<file path="src/rtl/dm_arbiter_pkg.sv">
// Shared definitions for the data-memory arbiter: DM operation encoding,
// FSM state encoding and small field-extraction helpers.
package dm_arbiter_pkg;

  localparam int OP_WE_BIT    = 0;
  localparam int OP_WIDTH_LSB = 1;
  localparam int OP_WIDTH_MSB = 3;

  // Width codes carried in op[3:1]; codes 3, 6 and 7 are undefined.
  localparam logic [2:0] DMOP_BYTE  = 3'd0;
  localparam logic [2:0] DMOP_HALF  = 3'd1;
  localparam logic [2:0] DMOP_WORD  = 3'd2;
  localparam logic [2:0] DMOP_BYTEU = 3'd4;
  localparam logic [2:0] DMOP_HALFU = 3'd5;

  typedef enum logic {
    ST_IDLE = 1'b0,
    ST_BUSY = 1'b1
  } state_t;

  function automatic logic [2:0] op_width(input logic [3:0] op);
    return op[OP_WIDTH_MSB:OP_WIDTH_LSB];
  endfunction

  function automatic logic op_we(input logic [3:0] op);
    return op[OP_WE_BIT];
  endfunction

endpackage

</file>
<file path="src/rtl/dm_arbiter_if.sv">
// Requester channels and DM port of the arbiter, bundled as one interface.
interface dm_arbiter_if;

  // Request and response channels both transfer on a cycle where valid and
  // ready are high together; valid never waits on ready, payload is held
  // stable while valid is high and ready is low.
  logic        p0_req_valid;
  logic        p0_req_ready;
  logic [31:0] p0_addr;
  logic [31:0] p0_wdata;
  logic [3:0]  p0_op;
  logic        p0_rsp_valid;
  logic        p0_rsp_ready;

  logic        p1_req_valid;
  logic        p1_req_ready;
  logic [31:0] p1_addr;
  logic [31:0] p1_wdata;
  logic [3:0]  p1_op;
  logic        p1_rsp_valid;
  logic        p1_rsp_ready;

  logic [31:0] rsp_rdata;
  logic        rsp_err;

  logic [31:0] dm_addr;
  logic [31:0] dm_wdata;
  logic [3:0]  dm_op;
  logic [31:0] dm_rdata;

  modport slave (
    input  p0_req_valid, p0_addr, p0_wdata, p0_op, p0_rsp_ready,
    input  p1_req_valid, p1_addr, p1_wdata, p1_op, p1_rsp_ready,
    input  dm_rdata,
    output p0_req_ready, p0_rsp_valid, p1_req_ready, p1_rsp_valid,
    output rsp_rdata, rsp_err, dm_addr, dm_wdata, dm_op
  );

  modport master (
    output p0_req_valid, p0_addr, p0_wdata, p0_op, p0_rsp_ready,
    output p1_req_valid, p1_addr, p1_wdata, p1_op, p1_rsp_ready,
    output dm_rdata,
    input  p0_req_ready, p0_rsp_valid, p1_req_ready, p1_rsp_valid,
    input  rsp_rdata, rsp_err, dm_addr, dm_wdata, dm_op
  );

endinterface

</file>
<file path="src/rtl/dm_access_check.sv">
// Combinational legality check for a DM access: alignment for the width,
// a defined width code, and the address inside the memory.
module dm_access_check
  import dm_arbiter_pkg::*;
#(
  parameter int DM_WORDS = 4096
) (
  input  logic [31:0] i_addr,
  input  logic [3:0]  i_op,
  output logic        o_err
);

  localparam logic [31:0] ADDR_LIMIT = 32'(DM_WORDS * 4);

  logic w_misaligned;
  logic w_out_of_range;
  logic w_unused_we;

  // Legality does not depend on direction.
  assign w_unused_we = op_we(i_op);

  always_comb begin
    w_misaligned = 1'b0;
    case (op_width(i_op))
      DMOP_WORD:              w_misaligned = (i_addr[1:0] != 2'b00);
      DMOP_HALF, DMOP_HALFU:  w_misaligned = i_addr[0];
      DMOP_BYTE, DMOP_BYTEU:  w_misaligned = 1'b0;
      default:                w_misaligned = 1'b1;
    endcase
  end

  assign w_out_of_range = (i_addr >= ADDR_LIMIT);
  assign o_err          = w_misaligned | w_out_of_range;

endmodule

</file>
<file path="src/rtl/dm_arbiter.sv">
// Two-port arbiter in front of the data memory: round-robin with a starvation
// bound for port 1, one outstanding transaction, 1-cycle response latency.
module dm_arbiter
  import dm_arbiter_pkg::*;
#(
  parameter  int DM_WORDS = 4096,
  parameter  int MAX_WAIT = 8,
  localparam int WAIT_W   = $clog2(MAX_WAIT + 1)
) (
  input  logic              clk,
  input  logic              reset,
  input  logic              i_force_p0,
  dm_arbiter_if.slave       bus,
  output state_t            o_dbg_state,
  output logic              o_dbg_owner,
  output logic [WAIT_W-1:0] o_dbg_wait_cnt
);

  localparam logic [WAIT_W-1:0] WAIT_MAX = WAIT_W'(MAX_WAIT);

  state_t            r_state;
  state_t            w_next_state;
  logic              r_owner;
  logic              r_rr_last;
  logic [WAIT_W-1:0] r_wait_cnt;
  logic [31:0]       r_rsp_rdata;
  logic              r_rsp_err;

  logic        w_idle;
  logic        w_winner;
  logic        w_grant;
  logic        w_p1_accept;
  logic        w_err;
  logic        w_owner_rsp_ready;
  logic [31:0] w_addr;
  logic [31:0] w_wdata;
  logic [3:0]  w_op;

  // Grants are gated by reset so nothing is offered or written while held.
  assign w_idle = (r_state == ST_IDLE) && reset;

  always_comb begin
    w_winner = bus.p1_req_valid;
    if (bus.p0_req_valid && bus.p1_req_valid) begin
      if (r_wait_cnt == WAIT_MAX) w_winner = 1'b1;
      else if (i_force_p0)        w_winner = 1'b0;
      else                        w_winner = ~r_rr_last;
    end
  end

  assign w_grant           = w_idle && (bus.p0_req_valid || bus.p1_req_valid);
  assign w_p1_accept       = w_grant && w_winner;
  assign w_addr            = w_winner ? bus.p1_addr  : bus.p0_addr;
  assign w_wdata           = w_winner ? bus.p1_wdata : bus.p0_wdata;
  assign w_op              = w_winner ? bus.p1_op    : bus.p0_op;
  assign w_owner_rsp_ready = r_owner ? bus.p1_rsp_ready : bus.p0_rsp_ready;

  dm_access_check #(.DM_WORDS(DM_WORDS)) u_check (
    .i_addr (w_addr),
    .i_op   (w_op),
    .o_err  (w_err)
  );

  always_ff @(posedge clk or negedge reset) begin
    if (!reset) r_state <= ST_IDLE;
    else        r_state <= w_next_state;
  end

  always_comb begin
    w_next_state = r_state;
    if (r_state == ST_IDLE) begin
      if (w_grant) w_next_state = ST_BUSY;
    end else begin
      if (w_owner_rsp_ready) w_next_state = ST_IDLE;
    end
  end

  always_comb begin
    bus.p0_req_ready = w_grant && !w_winner;
    bus.p1_req_ready = w_grant && w_winner;
    bus.p0_rsp_valid = (r_state == ST_BUSY) && !r_owner;
    bus.p1_rsp_valid = (r_state == ST_BUSY) && r_owner;
    bus.dm_addr      = w_addr;
    bus.dm_wdata     = w_wdata;
    bus.dm_op        = 4'd0;
    if (w_grant) bus.dm_op = {op_width(w_op), op_we(w_op) & ~w_err};
  end

  // The DM write commits on the grant edge, so the response is captured there too.
  always_ff @(posedge clk or negedge reset) begin
    if (!reset) begin
      r_owner     <= 1'b0;
      r_rr_last   <= 1'b1;
      r_rsp_rdata <= '0;
      r_rsp_err   <= 1'b0;
    end else if (w_grant) begin
      r_owner     <= w_winner;
      r_rr_last   <= w_winner;
      r_rsp_err   <= w_err;
      r_rsp_rdata <= (w_err || op_we(w_op)) ? '0 : bus.dm_rdata;
    end
  end

  always_ff @(posedge clk or negedge reset) begin
    if (!reset) begin
      r_wait_cnt <= '0;
    end else if (bus.p1_req_valid && !w_p1_accept) begin
      if (r_wait_cnt != WAIT_MAX) r_wait_cnt <= r_wait_cnt + 1'b1;
    end else begin
      r_wait_cnt <= '0;
    end
  end

  assign bus.rsp_rdata   = r_rsp_rdata;
  assign bus.rsp_err     = r_rsp_err;
  assign o_dbg_state     = r_state;
  assign o_dbg_owner     = r_owner;
  assign o_dbg_wait_cnt  = r_wait_cnt;

endmodule

</file>
<file path="src/flat_wrapper.sv">
// flat-port wrapper written by rule: the top's interface ports become plain ports
module dm_arbiter_flat import dm_arbiter_pkg::*;
#(
  parameter  int DM_WORDS = 4096,
  parameter  int MAX_WAIT = 8,
  localparam int WAIT_W   = $clog2(MAX_WAIT + 1)
)
  (clk, reset, i_force_p0, o_dbg_state, o_dbg_owner, o_dbg_wait_cnt, bus_p0_req_valid, bus_p0_addr, bus_p0_wdata, bus_p0_op, bus_p0_rsp_ready, bus_p1_req_valid, bus_p1_addr, bus_p1_wdata, bus_p1_op, bus_p1_rsp_ready, bus_dm_rdata, bus_p0_req_ready, bus_p0_rsp_valid, bus_p1_req_ready, bus_p1_rsp_valid, bus_rsp_rdata, bus_rsp_err, bus_dm_addr, bus_dm_wdata, bus_dm_op);
  dm_arbiter_if bus_i ();
  input  logic clk;
  input  logic reset;
  input  logic i_force_p0;
  output state_t o_dbg_state;
  output logic o_dbg_owner;
  output logic [WAIT_W-1:0] o_dbg_wait_cnt;
  input wire logic [$bits(bus_i.p0_req_valid)-1:0] bus_p0_req_valid;
  input wire logic [$bits(bus_i.p0_addr)-1:0] bus_p0_addr;
  input wire logic [$bits(bus_i.p0_wdata)-1:0] bus_p0_wdata;
  input wire logic [$bits(bus_i.p0_op)-1:0] bus_p0_op;
  input wire logic [$bits(bus_i.p0_rsp_ready)-1:0] bus_p0_rsp_ready;
  input wire logic [$bits(bus_i.p1_req_valid)-1:0] bus_p1_req_valid;
  input wire logic [$bits(bus_i.p1_addr)-1:0] bus_p1_addr;
  input wire logic [$bits(bus_i.p1_wdata)-1:0] bus_p1_wdata;
  input wire logic [$bits(bus_i.p1_op)-1:0] bus_p1_op;
  input wire logic [$bits(bus_i.p1_rsp_ready)-1:0] bus_p1_rsp_ready;
  input wire logic [$bits(bus_i.dm_rdata)-1:0] bus_dm_rdata;
  output wire logic [$bits(bus_i.p0_req_ready)-1:0] bus_p0_req_ready;
  output wire logic [$bits(bus_i.p0_rsp_valid)-1:0] bus_p0_rsp_valid;
  output wire logic [$bits(bus_i.p1_req_ready)-1:0] bus_p1_req_ready;
  output wire logic [$bits(bus_i.p1_rsp_valid)-1:0] bus_p1_rsp_valid;
  output wire logic [$bits(bus_i.rsp_rdata)-1:0] bus_rsp_rdata;
  output wire logic [$bits(bus_i.rsp_err)-1:0] bus_rsp_err;
  output wire logic [$bits(bus_i.dm_addr)-1:0] bus_dm_addr;
  output wire logic [$bits(bus_i.dm_wdata)-1:0] bus_dm_wdata;
  output wire logic [$bits(bus_i.dm_op)-1:0] bus_dm_op;
  assign bus_i.p0_req_valid = bus_p0_req_valid;
  assign bus_i.p0_addr = bus_p0_addr;
  assign bus_i.p0_wdata = bus_p0_wdata;
  assign bus_i.p0_op = bus_p0_op;
  assign bus_i.p0_rsp_ready = bus_p0_rsp_ready;
  assign bus_i.p1_req_valid = bus_p1_req_valid;
  assign bus_i.p1_addr = bus_p1_addr;
  assign bus_i.p1_wdata = bus_p1_wdata;
  assign bus_i.p1_op = bus_p1_op;
  assign bus_i.p1_rsp_ready = bus_p1_rsp_ready;
  assign bus_i.dm_rdata = bus_dm_rdata;
  assign bus_p0_req_ready = bus_i.p0_req_ready;
  assign bus_p0_rsp_valid = bus_i.p0_rsp_valid;
  assign bus_p1_req_ready = bus_i.p1_req_ready;
  assign bus_p1_rsp_valid = bus_i.p1_rsp_valid;
  assign bus_rsp_rdata = bus_i.rsp_rdata;
  assign bus_rsp_err = bus_i.rsp_err;
  assign bus_dm_addr = bus_i.dm_addr;
  assign bus_dm_wdata = bus_i.dm_wdata;
  assign bus_dm_op = bus_i.dm_op;
  dm_arbiter #(.DM_WORDS(DM_WORDS), .MAX_WAIT(MAX_WAIT)) u_core (.clk(clk), .reset(reset), .i_force_p0(i_force_p0), .bus(bus_i), .o_dbg_state(o_dbg_state), .o_dbg_owner(o_dbg_owner), .o_dbg_wait_cnt(o_dbg_wait_cnt));
endmodule
</file>
<file path="config.mk">
export PLATFORM = sky130hd
export DESIGN_NAME = dm_arbiter_flat
export DESIGN_NICKNAME = d
export VERILOG_FILES = /design/src/rtl/dm_arbiter_pkg.sv /design/src/rtl/dm_arbiter_if.sv /design/src/rtl/dm_access_check.sv /design/src/rtl/dm_arbiter.sv /design/src/flat_wrapper.sv
export SDC_FILE = /design/constraint.sdc
export NUM_CORES = 1
export LEC_CHECK = 0
export ABC_AREA = 1
export CAP_MARGIN = 40
export CORE_AREA = 4 4 108 110
export CTS_CLUSTER_SIZE = 24
export DETAILED_ROUTE_END_ITERATION = 8
export DIE_AREA = 0 0 112 114
export PLACE_DENSITY_LB_ADDON = 0.2
export SLEW_MARGIN = 20
export SYNTH_ARGS = -nofsm -noshare
export SYNTH_HDL_FRONTEND = slang
export SYNTH_SLANG_ARGS = --single-unit
</file>
<file path="constraint.sdc">
create_clock -name clk -period 4 [get_ports clk]
set_input_delay 1 -clock clk [delete_from_list [all_inputs] [get_ports clk]]
set_output_delay 1 -clock clk [all_outputs]
set_load 0.01 [all_outputs]
</file>
==> Word level (Yosys, flattened, before mapping) <==
Cells that the tools add are included.
{ "word_totals": {"regBits": 40, "out_inout_bits": 111, "elab_cells": 52} }
{ "classes": {"addsub": 1, "order_cmp": 1, "eq_ne": 7, "muxes": 15, "bitwise": 5, "reduce_logical": 17} }
{ "ops": {"columns": ["operator", "count"], "rows": [
  ["$mux W32", 3],
  ["$ge A32 B15 Y1 const B", 1],
  ["$mux W4", 4],
  ["$logic_and A1 B1 Y1", 8],
  ["$mux W1", 7],
  ["$eq A3 B3 Y1 const B", 2],
  ["$add A4 B1 Y4 const B", 1],
  ["$eq A4 B4 Y1 const B", 1],
  ["$ne A4 B4 Y1 const B", 1],
  ["$reduce_or A2 Y1", 2],
  ["$eq A3 B1 Y1 const B", 1],
  ["$eq A3 B2 Y1 const B", 1],
  ["$logic_not A1 Y1", 3],
  ["$logic_not A3 Y1", 1],
  ["$not A1 Y1", 3],
  ["$pmux W1 S3", 1],
  ["$logic_or A1 B1 Y1", 2],
  ["$ne A2 B2 Y1 const B", 1],
  ["$reduce_bool A2 Y1", 1],
  ["$and A1 B1 Y1", 1],
  ["$or A1 B1 Y1", 1]
]} }

==> Longest topological paths before layout <==
{ "logic_depth": {"ltp_word": 12, "mapped_depth": 15} }

==> By module <==
A second synthesis with hierarchy kept.
{ "hier_totals": {"cells_unflattened": 453, "area_unflattened_um2": 2770.2} }
{ "modules_own_cells": {"columns": ["module", "n_inst", "cells_per_inst", "area_per_inst_um2", "seq_area_each_um2"], "rows": [
  ["dm_arbiter", 1, 420, 2640.0, 1002.2],
  ["dm_access_check", 1, 33, 130.1, 0.0]
]} }

==> Worst setup path after synthesis <==
Ideal clock, no wire load.
{ "synth_timing": {"path_type": "input -> output", "from": "input port bus_p0_req_valid", "to": "output port bus_dm_op[0]", "t_arrival_ps": 2345, "required_time_ps": 3000, "setup_slack_ps": 655, "stages": 13, "path_cell_list": "inv_1 > nor2_1 > nand2_2 > nand2_2 > buf_6 > buf_6 > nand2_1 > o21ai_1 > nand3_1 > nor2_4 > buf_6 > nand2_1 > nor2_1"} }
{ "synth_between": {"elab_chain_len": 10, "elab_cells_between_ends": 20, "cone_classes": "order compare: 1; eq/ne: 4; mux: 5; bitwise: 3; reduce/logical: 7"} }
{ "synth_rtl": {"columns": ["element", "line", "text"], "rows": [
  ["start, declared", "flat_wrapper.sv:16", "input wire logic [$bits(bus_i.p0_req_valid)-1:0] bus_p0_req_valid;"],
  ["parallel branches: the longest is 9 deep, another holds $ge A32 B15 Y1", null, null],
  ["$mux W4 *", "dm_arbiter.sv:86", "if (w_grant) bus.dm_op = {op_width(w_op), op_we(w_op) & ~w_err};"],
  ["end, declared", "flat_wrapper.sv:35", "output wire logic [$bits(bus_i.dm_op)-1:0] bus_dm_op;"]
]} }
Mark *: on every way between the ends.

==> Worst setup path in the final report <==
{ "layout_timing": {"from": "input port i_force_p0", "to": "output port bus_dm_wdata[21]"} }
{ "layout_between": {"elab_chain_len": 4} }
{ "layout_rtl": {"columns": ["element", "line", "text"], "rows": [
  ["start, declared", "flat_wrapper.sv:12", "input logic i_force_p0;"],
  ["$mux W1", "dm_arbiter.sv:46", "else if (i_force_p0) w_winner = 1'b0;"],
  ["$mux W1", "dm_arbiter.sv:45", "if (r_wait_cnt == WAIT_MAX) w_winner = 1'b1;"],
  ["$mux W1", "dm_arbiter.sv:44", "if (bus.p0_req_valid && bus.p1_req_valid) begin"],
  ["$mux W32", "dm_arbiter.sv:54", "assign w_wdata = w_winner ? bus.p1_wdata : bus.p0_wdata;"],
  ["end, declared", "flat_wrapper.sv:34", "output wire logic [$bits(bus_i.dm_wdata)-1:0] bus_dm_wdata;"]
]} }
Every way passes these cells.

==> metrics <==
Die W between 100 and 150 um; Synth area leader nand2_1; DRT Pass-1 Iters 4; status complete, no violations; most common cell after layout, fill and taps aside clkdlybuf4s50_1; CTS tree built; fin area 6440 sq um; clk root buf clkbuf_8; synth top area cells nand2_1 30%, dfrtp_1 30%, inv_1 9.9%; global route overflow 0; unrepaired setup endpoints after global routing yes; CP Launch Type input pin; number of antenna violations at the first check in global routing 3; Ys Warns 0; register bit count reported by yosys 40; area of the multi-input gates 1740 sq um; Min Clock Period, post-route just under 4000 ps; Syn Inst Count approximately 550; fin util 0.602; Worst setup EP type output port; Layout Nets between 1000 and 1500; count of pins over their slew limit 0; worst-margin pin slew 504 ps; num rows 38; Hold WC Path Type flip-flop to flip-flop; Worst VDD drop roughly 0.16 mV; Yosys top cell area share 0.304; Mapped Nets a little over 700; WP data arrival 2950 ps; worst-skew pair later-pin latency 290 ps; leakage power approximately 3.5 nW; setup violators final 0; Max Fclk roughly 0.25 GHz; buffer count from post-CTS setup fixing 0; Initial Util 0.304; EDFF count, synth 0; Fillers roughly 1000; clk sinks 40; ANT nets after route 0; post-synthesis sequential area ratio 0.309; P&R area growth vs syn 98.4%; Slew HR 0.664; hpwl dp 12.1 mm; share of layout cells above drive strength 1 0.0718; peak fanout along the critical path 33; vias in the first global route ~4100; Clock transition at path regs about 80 ps; num ports roughly 290; via/cell ratio 4.31; GR Util All Layers 0.215; Post-synth ARST share 1.00; RePlAce Congestion between 0.9 and 1; Placed Area 6270 sq um; post-synthesis cell area 3250 sq um; mean routed wirelength per cell between 15 and 20 um; overall die height between 100 and 150 um; CTS buffer count 5; Most used DFF post-synth dfrtp_1; pre-CTS setup slack -305 ps; H-tree depth 2; Core Footprint around 11000 sq um; sequential cell area about 1000 sq um; post-synthesis area per instance just under 6 sq um; die area 12800 sq um; Post-route DRC 0; Clock Path Buffers 2; First DRT Iteration DRCs 202; most frequent cells in the layout 266 x clkdlybuf4s50_1, 263 x nand2_1, 86 x inv_1, 51 x nor2_1, 39 x dfrtp_1; Pwr Total 1.47 mW; final WL between 10 and 15 mm; Tcrit/Tclk final 0.987; Setup CP Type input pin to output port; largest net degree at the start of global routing slightly above 40; first-pass GRT wire length ~22 mm; worst path required time ~3000 ps; post-cts hold buffer count 0; clk_skew between 5 and 6 ps; Yosys cell types 26; port bufs ~290; Vias approximately 4200; Max Cap Viol 0; Pwr Density 229 nW/um^2; Final Hold Vio Count 0; worst setup margin ~50 ps
## timing repair
item                       in CTS  in global routing
cloned                          0                  0
setup endpoints to repair      39                 47
resized for setup              12                 22
## critical path, cell delays in order
cell             delay (ps)
clkdlybuf4s50_1         390
nor2_1                  100
nor2_1                   50
nand2_2                  80
nand2_4                  80
buf_12                  160
inv_1                   140
buf_12                  210
nand2_1                 110
nand2_1                  70
clkdlybuf4s50_1         530
## layout make-up
type                       count  share of cell area
tap                          140              0.0272
inverter                      87              0.0507
timing repair buffer         309               0.483
sequential                    40               0.156
antenna                        1            0.000388
multi-input combinational    392               0.269
clock inverter                 3             0.00291
clock buffer                   5              0.0107
## power breakdown
part / switching, mW / internal (mW)
Combinational: 0.344 / 0.425
Sequential: 0.0144 / 0.423
Clock: 0.146 / 0.122
## cell usage after synthesis (3+ instances only)
| master | count |
|---|---|
| nand3_1 | 29 |
| buf_2 | 3 |
| dfrtp_1 | 39 |
| nand2_1 | 263 |
| a21oi_1 | 3 |
| buf_6 | 10 |
| nand3_2 | 12 |
| nand3b_1 | 14 |
| buf_1 | 9 |
| clkbuf_1 | 8 |
| nand2_2 | 4 |
| nor2_1 | 52 |
| inv_1 | 86 |
## flip-flops by register name, summed over array words and instances (netlist names)
name and flops:
u_core.bus.rsp_err 1, u_core.bus.rsp_rdata 32, u_core.o_dbg_owner 1, u_core.o_dbg_state 1, u_core.o_dbg_wait_cnt 4, u_core.r_rr_last 1
## metrics by stage
step | TNS, ps | std cells | hold slack (ps)
detailed placement | -3050 | 968 | 465
floorplan | 0 | 549 | 448
global route | -681 | 977 | 496
CTS | 0 | 976 | 487
finish | 0 | 977 | 480
global placement | -2400 | 968 | 462
## cells by family after synthesis
| family | after synthesis | share of synthesized area |
|---|---|---|
| xor gates and xnor gates | 1 | 0.00270 |
| DFF | 40 | 0.309 |
| buffers and inverters | 117 | 0.159 |
| adders and majority gates | 2 | 0.00770 |
| AOI/OAI and AO/OA | 10 | 0.0204 |
| and+or+nand+nor | 379 | 0.501 |
## routing by layer
layer | part of all wire | up-vias | global-route usage
met4 | 0.012 | 4 | 0.0425
met2 | 0.50 | 161 | 0.388
li1 | - | 2179 | -
met3 | 0.076 | 14 | 0.0546
met1 | 0.41 | 1852 | 0.260
met5 | 0.0016 | - | 0
## worst paths after layout
kind	depth (start not counted)	slack [ps]	startpoint	end
setup / recovery	11	50	i_force_p0	bus_dm_wdata[21]
hold / removal	2	480	u_core.bus.rsp_rdata[22]	u_core.bus.rsp_rdata[22]
setup reg to reg	14	1550	u_core.o_dbg_wait_cnt[0]	u_core.bus.rsp_rdata[25]
hold reg to reg	2	480	u_core.bus.rsp_rdata[22]	u_core.bus.rsp_rdata[22]
max in group asynchronous	2	2840	reset	u_core.r_rr_last
min in group asynchronous	2	790	reset	u_core.bus.rsp_err
Power figures use the tool's default switching activity.
